**src/rtl/mat_pkg.sv**
```systemverilog
// Shared types and constants for the matrix stream reader.
package mat_pkg;

  // Reader control states, exposed on dbg_state for checkers.
  typedef enum logic [1:0] {
    ST_IDLE  = 2'd0,
    ST_ISSUE = 2'd1,
    ST_DRAIN = 2'd2,
    ST_DONE  = 2'd3
  } reader_state_t;

  // Output buffer depth; also the limit on buffered plus in-flight reads.
  localparam int READER_FIFO_DEPTH = 2;

endpackage

```
**src/rtl/stream_fifo2.sv**
```systemverilog
// Two-entry FIFO carrying a data word plus a last flag, for stream blocks.
// The head (head_data/head_last) only changes on a pop or on a push into an
// empty FIFO, so it is stable while a consumer stalls.
module stream_fifo2 #(
  parameter int DATA_W = 32
) (
  input  logic              clock,
  input  logic              reset_n,
  input  logic              push,
  input  logic [DATA_W-1:0] push_data,
  input  logic              push_last,
  input  logic              pop,
  output logic              full,
  output logic              empty,
  output logic [1:0]        count,
  output logic [DATA_W-1:0] head_data,
  output logic              head_last
);

  logic [DATA_W-1:0] data_q [2];
  logic              last_q [2];
  logic              wr_ptr;
  logic              rd_ptr;
  logic [1:0]        cnt_q;
  logic              do_push;
  logic              do_pop;

  // A pop frees a slot in the same cycle, so push-while-full is legal with pop.
  assign do_pop  = pop && (cnt_q != 2'd0);
  assign do_push = push && ((cnt_q != 2'd2) || do_pop);

  assign full      = (cnt_q == 2'd2);
  assign empty     = (cnt_q == 2'd0);
  assign count     = cnt_q;
  assign head_data = data_q[rd_ptr];
  assign head_last = last_q[rd_ptr];

  // Storage, pointers and occupancy.
  always_ff @(posedge clock or negedge reset_n) begin
    if (!reset_n) begin
      data_q[0] <= '0;
      data_q[1] <= '0;
      last_q[0] <= 1'b0;
      last_q[1] <= 1'b0;
      wr_ptr    <= 1'b0;
      rd_ptr    <= 1'b0;
      cnt_q     <= 2'd0;
    end else begin
      if (do_push) begin
        data_q[wr_ptr] <= push_data;
        last_q[wr_ptr] <= push_last;
        wr_ptr         <= ~wr_ptr;
      end
      if (do_pop) begin
        rd_ptr <= ~rd_ptr;
      end
      case ({do_push, do_pop})
        2'b10:   cnt_q <= cnt_q + 2'd1;
        2'b01:   cnt_q <= cnt_q - 2'd1;
        default: cnt_q <= cnt_q;
      endcase
    end
  end

endmodule

```
**src/rtl/mat_stream_reader.sv**
```systemverilog
// Streams a rows x cols tile out of a 1-cycle-latency RAM, in row-major or
// column-major order, with incremental address generation.
//
// Stream handshake: an element transfers in a cycle where out_valid and
// out_ready are both high. Once out_valid is raised, out_data/out_last/
// out_valid hold until that transfer happens; out_ready may change freely.
module mat_stream_reader
  import mat_pkg::*;
#(
  parameter int ADDR_W = 16,
  parameter int DATA_W = 32,
  parameter int DIM_W  = 8
) (
  input  logic              clock,
  input  logic              reset_n,
  input  logic              start,
  input  logic [ADDR_W-1:0] base_addr,
  input  logic [DIM_W-1:0]  rows,
  input  logic [DIM_W-1:0]  cols,
  input  logic              transpose,
  output logic              busy,
  output logic              done,
  output logic              mem_re,
  output logic [ADDR_W-1:0] mem_addr,
  input  logic [DATA_W-1:0] mem_rdata,
  output logic [DATA_W-1:0] out_data,
  output logic              out_valid,
  input  logic              out_ready,
  output logic              out_last,
  output logic [1:0]        dbg_state
);

  reader_state_t     state;
  logic [ADDR_W-1:0] addr_q;
  logic [ADDR_W-1:0] col_base_q;
  logic [DIM_W-1:0]  rows_q;
  logic [DIM_W-1:0]  cols_q;
  logic              xpose_q;
  logic [DIM_W-1:0]  r_cnt;
  logic [DIM_W-1:0]  c_cnt;
  logic              rd_vld;
  logic              rd_last;

  logic              fifo_full;
  logic              fifo_empty;
  logic [1:0]        fifo_count;
  logic              pop;
  logic [2:0]        occ_sum;
  logic              issue_ok;
  logic              last_elem;

  // Buffered elements plus the read still in flight; a read may issue only
  // if its data is guaranteed a slot, counting this cycle's pop as a credit.
  assign pop       = out_valid && out_ready;
  assign occ_sum   = {1'b0, fifo_count} + {2'b00, rd_vld};
  assign issue_ok  = !fifo_full &&
                     (occ_sum < (3'(READER_FIFO_DEPTH) + {2'b00, pop}));
  assign mem_re    = (state == ST_ISSUE) && issue_ok;
  assign mem_addr  = addr_q;
  assign last_elem = (r_cnt == rows_q - DIM_W'(1)) && (c_cnt == cols_q - DIM_W'(1));
  assign out_valid = !fifo_empty;
  assign dbg_state = state;

  // Control FSM with address/index counters and read-return tracking.
  always_ff @(posedge clock or negedge reset_n) begin
    if (!reset_n) begin
      state      <= ST_IDLE;
      busy       <= 1'b0;
      done       <= 1'b0;
      addr_q     <= '0;
      col_base_q <= '0;
      rows_q     <= '0;
      cols_q     <= '0;
      xpose_q    <= 1'b0;
      r_cnt      <= '0;
      c_cnt      <= '0;
      rd_vld     <= 1'b0;
      rd_last    <= 1'b0;
    end else begin
      done    <= 1'b0;
      rd_vld  <= mem_re;
      rd_last <= mem_re && last_elem;
      case (state)
        ST_IDLE: begin
          if (start) begin
            addr_q     <= base_addr;
            col_base_q <= base_addr;
            rows_q     <= rows;
            cols_q     <= cols;
            xpose_q    <= transpose;
            r_cnt      <= '0;
            c_cnt      <= '0;
            busy       <= 1'b1;
            state      <= (rows == '0 || cols == '0) ? ST_DONE : ST_ISSUE;
          end
        end
        ST_ISSUE: begin
          if (mem_re) begin
            if (last_elem) begin
              state <= ST_DRAIN;
            end
            if (!xpose_q) begin
              // Row-major: column index is inner, addresses are contiguous.
              addr_q <= addr_q + ADDR_W'(1);
              if (c_cnt == cols_q - DIM_W'(1)) begin
                c_cnt <= '0;
                r_cnt <= r_cnt + DIM_W'(1);
              end else begin
                c_cnt <= c_cnt + DIM_W'(1);
              end
            end else begin
              // Column-major: step by the row stride, then restart one column over.
              if (r_cnt == rows_q - DIM_W'(1)) begin
                r_cnt      <= '0;
                c_cnt      <= c_cnt + DIM_W'(1);
                addr_q     <= col_base_q + ADDR_W'(1);
                col_base_q <= col_base_q + ADDR_W'(1);
              end else begin
                r_cnt  <= r_cnt + DIM_W'(1);
                addr_q <= addr_q + ADDR_W'(cols_q);
              end
            end
          end
        end
        ST_DRAIN: begin
          if (!rd_vld && fifo_empty) begin
            state <= ST_DONE;
          end
        end
        ST_DONE: begin
          busy  <= 1'b0;
          done  <= 1'b1;
          state <= ST_IDLE;
        end
        default: state <= ST_IDLE;
      endcase
    end
  end

  stream_fifo2 #(
    .DATA_W(DATA_W)
  ) u_fifo (
    .clock     (clock),
    .reset_n   (reset_n),
    .push      (rd_vld),
    .push_data (mem_rdata),
    .push_last (rd_last),
    .pop       (pop),
    .full      (fifo_full),
    .empty     (fifo_empty),
    .count     (fifo_count),
    .head_data (out_data),
    .head_last (out_last)
  );

endmodule

```
**config.mk**
```make
export PLATFORM = sky130hd
export DESIGN_NAME = mat_stream_reader
export DESIGN_NICKNAME = d
export VERILOG_FILES = /design/src/rtl/mat_pkg.sv /design/src/rtl/stream_fifo2.sv /design/src/rtl/mat_stream_reader.sv
export SDC_FILE = /design/constraint.sdc
export NUM_CORES = 1
export LEC_CHECK = 0
export ABC_AREA = 1
export CORE_ASPECT_RATIO = 1.4
export CORE_MARGIN = 2
export CORE_UTILIZATION = 50
export DETAILED_ROUTE_END_ITERATION = 12
export PLACE_DENSITY_LB_ADDON = 0.25
export SKIP_CTS_REPAIR_TIMING = 1
export SLEW_MARGIN = 0
export SYNTH_ARGS = -nofsm -noshare
export SYNTH_HDL_FRONTEND = slang
export SYNTH_SLANG_ARGS = --single-unit
```
**constraint.sdc**
```tcl
create_clock -name clock -period 1.9 [get_ports clock]
set_input_delay 0.38 -clock clock [delete_from_list [all_inputs] [get_ports clock]]
set_output_delay 0.38 -clock clock [all_outputs]
set_load 0.02 [all_outputs]
```
Word-level counts from Yosys, hierarchy flattened
Index checks and enable logic that the tools add are counted.
{"block": "classes", "magnitude_cmp": 4, "mux": 42, "n_eq_ne": 17, "bitwise_logic": 4, "n_addsub": 11, "n_reduce_logical": 29}
{"cell": "$mux 32", "count": 4}
{"cell": "$mux 16", "count": 7}
{"cell": "$mux 8", "count": 9}
{"cell": "$bwmux 64", "count": 1}
{"cell": "$pmux 16 s2", "count": 2}
{"cell": "$add 16x1->16 const B", "count": 2}
{"cell": "$demux 32 s1", "count": 1}
{"cell": "$pmux 8 s2", "count": 2}
{"cell": "$add 16x8->16", "count": 1}
{"cell": "$add 8x1->8 const B", "count": 2}
{"cell": "$eq 8x8->1", "count": 2}
{"cell": "$logic_not 8->1", "count": 2}
{"cell": "$sub 8x1->8 const B", "count": 2}
{"cell": "$ne 2x2->1 const B", "count": 6}
{"cell": "$reduce_and 4->1", "count": 3}
{"cell": "$mux 2", "count": 5}
{"cell": "$logic_and 1x1->1", "count": 9}
{"cell": "$eq 2x2->1 const B", "count": 4}
{"cell": "$pmux 2 s4", "count": 1}
{"cell": "$reduce_bool 2->1", "count": 4}
{"cell": "$mux 1", "count": 6}
{"cell": "$ne 3x2->1 const B", "count": 2}
{"cell": "$reduce_and 5->1", "count": 1}
{"cell": "$eq 2x1->1 const B", "count": 2}
{"cell": "other kinds (19)", "count": 27}
{"block": "word_totals", "input_bits": 69, "output_inout_bits": 55, "regBits": 141}

Longest topological paths before layout
{"block": "logic_depth", "ltp_word": 9, "mapped_depth": 16, "mapped_depth_nobuf": 16}

Cells and area by module
A second synthesis with hierarchy kept.
{"block": "hier_totals", "hier_cells": 1288, "area_unflattened_um2": 9123.8}
{"module": "mat_stream_reader", "seq_area_each_um2": 1776.7, "instances": 1, "area_per_inst_um2": 5689.2, "cells_per_inst": 861}
{"module": "stream_fifo2", "seq_area_each_um2": 1751.7, "instances": 1, "area_per_inst_um2": 3434.5, "cells_per_inst": 427}

Worst setup path after synthesis
No wires, ideal clock.
{"block": "synth_timing", "path_kind": "reg2reg", "start": "reg addr_q[0], in the netlist mem_addr[0]", "end": "reg addr_q[10], in the netlist mem_addr[10]", "setup_ns": 0.077, "n_path_buf": 0, "setup_slack_ns": -0.146, "stages_incl_launch_ff": 12, "arrival_time_ns": 1.969, "t_required_ns": 1.823, "path_cell_list": "dfrtp_1 ha_1 inv_1 fa_1 inv_1 nand2_1 nand3_1 a21oi_1 or2_2 nand3_1 nand3_1 a21oi_1"}
{"block": "synth_between", "elab_chain_len": 5}
{"element": "start, declared", "line": "mat_stream_reader.sv:34", "source": "logic [ADDR_W-1:0] addr_q;"}
{"element": "start signal, assigned", "line": "mat_stream_reader.sv:86", "source": "addr_q <= base_addr;"}
{"element": "start signal, assigned", "line": "mat_stream_reader.sv:104", "source": "addr_q <= addr_q + ADDR_W'(1);"}
{"element": "start signal, assigned", "line": "mat_stream_reader.sv:116", "source": "addr_q <= col_base_q + ADDR_W'(1);"}
{"element": "$add 16x8->16", "line": "mat_stream_reader.sv:120", "source": "addr_q <= addr_q + ADDR_W'(cols_q);"}
{"element": "$mux 16", "line": "mat_stream_reader.sv:113", "source": "if (r_cnt == rows_q - DIM_W'(1)) begin"}
{"element": "$mux 16 *", "line": "mat_stream_reader.sv:102", "source": "if (!xpose_q) begin"}
{"element": "$mux 16 *", "line": "mat_stream_reader.sv:98", "source": "if (mem_re) begin"}
{"element": "$pmux 16 s2 *", "line": "mat_stream_reader.sv:83", "source": "case (state)"}
Every way passes the cells marked *; elsewhere a longest branch is shown, timed or not. The select of a mux whose other input is x is not followed.
A chain may end at the register's enable or synchronous reset.

Worst setup path after layout
{"block": "layout_timing", "start": "reg rows_q[1]", "end": "reg addr_q[14], in the netlist mem_addr[14]"}
{"block": "layout_between", "elab_chain_len": 6}
{"element": "start, declared", "line": "mat_stream_reader.sv:36", "source": "logic [DIM_W-1:0] rows_q;"}
{"element": "start signal, assigned", "line": "mat_stream_reader.sv:88", "source": "rows_q <= rows;"}
{"element": "$sub 8x1->8", "line": "mat_stream_reader.sv:113"}
{"element": "$eq 8x8->1", "line": "mat_stream_reader.sv:113"}
{"element": "$mux 16", "line": "mat_stream_reader.sv:113"}
{"element": "$mux 16", "line": "mat_stream_reader.sv:102"}
{"element": "$mux 16", "line": "mat_stream_reader.sv:98"}
{"element": "$pmux 16 s2", "line": "mat_stream_reader.sv:83"}
Every way passes these cells. The select of a mux whose other input is x is not followed.

==> impl_metrics.json <==
{
  "final_core_util_pct": 73.05,
  "start_util_pct": 51.03,
  "crit_arrival_ns": 2.63,
  "synth_most_common_cell": "nand2_1",
  "placed_area_mm2": 0.01079,
  "r2r_slack_ns": -0.38,
  "grt_pass1_vias": 7990,
  "hold_viol": 0,
  "critPathMaxFanout": 6,
  "p_per_area_mw_per_mm2": 1950,
  "die_w_um": 114.7,
  "r2r_end": "mem_addr[14]$_DFFE_PN0P_",
  "r2r-start": "rows_q[1]$_DFFE_PN0P_",
  "p_clk_share_pct": 13.9,
  "comb_power_share_pct": 63.0,
  "syn_area_per_cell_um2": 7.074,
  "worstMarginPinSlew_ns": 0.4542,
  "final_max_slew_viol_count": 0,
  "wl_per_cell_um": 15.28,
  "vias": 8783,
  "grt_overflow": 0,
  "crit_required_ns": 2.24,
  "power_switching_mw": 11.17,
  "synthesis.area_mm2": 0.008581,
  "synth_ff_type": "dfrtp_1",
  "switching_share_pct": 46.65,
  "ir_worst_vdd_v": 0.0009701,
  "synth_seq_cells": 141,
  "fin_worst_skew_ns": 0.01065,
  "setup_violations": 49,
  "syn_inst": 1213,
  "violations": "setup timing",
  "port_buffers": 123,
  "synth_top_area_share_pct": 41.12,
  "synth_area_leaders": "dfrtp_1 41%, nand2_1 20%, o21ai_0 6.3%, inv_1 5.0%, nand3_1 4.1%",
  "numCtsBuffers": 17,
  "clk_path_buf_depth": 2,
  "fillers": 1296,
  "coreArea_mm2": 0.01682,
  "ios": 124,
  "rsz0062_at_grt": "yes",
  "die_area_mm2": 0.01824,
  "multi_input_area_mm2": 0.004920,
  "routed_via_density": 5.304,
  "clock_latency_ns": 0.43,
  "ff_latch_area_mm2": 0.003537,
  "path_class": "register to register",
  "firstDrtPassIters": 6,
  "path_clk_slew_ns": 0.07,
  "synth.top_cells.by_count": "450 x nand2_1, 141 x dfrtp_1, 115 x inv_1",
  "fin_area_mm2": 0.01228,
  "num_rows": 56,
  "die_y_um": 159,
  "drc": 0,
  "ys_warn_count": 0,
  "drive_gt1_share_pct": 22.02,
  "cts_tree": "done",
  "cts.sinks": 141,
  "leakage_nw": 6.440,
  "synth_edf_count": 0,
  "syn2layout_area_growth_pct": 43.16,
  "period_minus_slack_ns": 2.284,
  "startpoint_type": "register",
  "setup_slack_ns": -0.3844,
  "drv_cap": 0,
  "cp-end-kind": "register",
  "diodes": 0,
  "ant_nets": 0,
  "synth_area_leader_cell": "dfrtp_1",
  "seqPwrFrac_pct": 23.2,
  "yosysUniqueCellTypes": 42,
  "grt_util_all_layers_pct": 25.75,
  "hpwl_um": 17360,
  "intPower_mw": 12.78,
  "hold_slack_ns": 0.4412,
  "reg2reg_depth": 13,
  "min_period_over_period_pct": 120.2,
  "gp_congestion": 0.9275,
  "hold_path.class": "primary input to asynchronous set/reset pin",
  "ys_seq_area_share_pct": 41.12,
  "drt_iter0_drc": 608,
  "grt_pass1_wl_um": 37780,
  "slew_headroom_pct": 69.44,
  "cts-htree-levels": 4,
  "clock-root-buffer": "clkbuf_16",
  "grt_max_degree": 41,
  "syn_nets": 1304,
  "max_freq_ghz": 0.4377,
  "status": "finished with violations",
  "synth-async-reset-ratio_pct": 100.0,
  "routed_wl_um": 25310,
  "antenna_found_initial": 0,
  "nets": 1531
}
[final cells by class]
cell class / instances / area share (%)
multi-input cells: 902 / 40.05
flip-flops and latches: 141 / 28.79
repair buffers: 251 / 20.19
inverters: 126 / 4.135
clock buffers: 18 / 3.494
well taps: 203 / 2.068
clock inverters: 14 / 1.202
repair inverters: 1 / 0.07130
[layout by cell type (no fill, tap or decap), types with 15 or more instances in the layout]
cell               n
o21ai_0           91
clkdlybuf4s50_1   70
dfrtp_1          134
a21oi_1           34
dlymetal6s2s_1    33
nand3_1           48
nand2_1          419
inv_1            109
clkbuf_2          18
xor2_1            32
o21ai_1           19
xnor2_1           15
nand3_2           20
nand4_1           15
ha_1              16
nor2_1            64
buf_6             20
nand2_2           25
clkbuf_16         20
buf_4             92
[power groups by stage]
stage / Sequential (mW) / Clock, mW / Combinational [mW]
floorplan: 5.48 / 0 / 7.57
global placement: 5.43 / 0 / 12.3
detailed placement: 5.47 / 0 / 12.6
CTS: 5.45 / 3.36 / 12.6
global route: 5.72 / 3.50 / 16.5
finish: 5.55 / 3.32 / 15.1
[worst max-delay path, stage by stage (launching register included)]
cell	delay, ns
dfrtp_1	0.40
inv_2	0.08
ha_4	0.20
xnor2_2	0.13
nor2_2	0.21
nand3_2	0.13
nor2_4	0.14
nand3_2	0.11
nor2_4	0.23
buf_12	0.16
nand2_1	0.07
nand3_1	0.10
nand2_1	0.08
a21oi_1	0.15
[cell families after synthesis]
| kind of cell | count (synthesis) | share of synthesized area [%] |
|---|---|---|
| AO/OA/AOI/OAI | 177 | 10.92 |
| XOR/XNOR | 49 | 5.001 |
| adder cells (fa/ha/maj) | 22 | 3.295 |
| buffers and inverters | 170 | 7.947 |
| flip-flops | 141 | 41.12 |
| multiplexers | 1 | 0.1167 |
| AND/OR/NAND/NOR | 653 | 31.60 |
[registers in the layout (all words and copies together), names as in the netlist, 2 cells and up]
| name | cells |
|---|---|
| dbg_state | 2 |
| r_cnt | 8 |
| mem_addr | 16 |
| col_base_q | 16 |
| cols_q | 8 |
| rows_q | 8 |
| u_fifo.last_q | 2 |
| u_fifo.data_q | 64 |
| u_fifo.count | 2 |
| c_cnt | 8 |
[layer usage]
layer / vias up / global-route usage [%] / share of wire [%] / wire length, um
met4: 0 / 9.365 / 3.5 / 895
li1: 4317 / - / - / -
met1: 4056 / 31.93 / 40 / 10130
met5: - / 0 / 0 / 0
met3: 74 / 4.340 / 5.5 / 1401
met2: 336 / 44.70 / 51 / 12880
[worst max path at each step]
stage                                     endpoint  slack, ns                     from  depth (start not counted)
after CTS                                   mem_re      -0.70         rd_vld$_DFF_PN0_                          6
after global routing      mem_addr[14]$_DFFE_PN0P_      -0.45    rows_q[1]$_DFFE_PN0P_                         13
after detailed placement                    mem_re      -0.38                out_ready                          6
final                     mem_addr[14]$_DFFE_PN0P_      -0.38    rows_q[1]$_DFFE_PN0P_                         13
after global placement                      mem_re      -0.36                out_ready                          6
after floorplan           mem_addr[10]$_DFFE_PN0P_      -0.02  mem_addr[0]$_DFFE_PN0P_                         11
[through the flow]
| stage | setup WS [ns] | total power [mW] | TNS (ns) | instances |
|---|---|---|---|---|
| floorplan | -0.02437 | 13.06 | -0.02437 | 1213 |
| global route | -0.4463 | 25.72 | -14.22 | 1656 |
| finish | -0.3844 | 23.95 | -8.567 | 1656 |
| global placement | -0.3585 | 17.74 | -12.37 | 1602 |
| detailed placement | -0.3815 | 18.05 | -15.48 | 1602 |
| CTS | -0.7037 | 21.45 | -22.09 | 1634 |
Note: power is estimated with default switching activity, not from simulation.
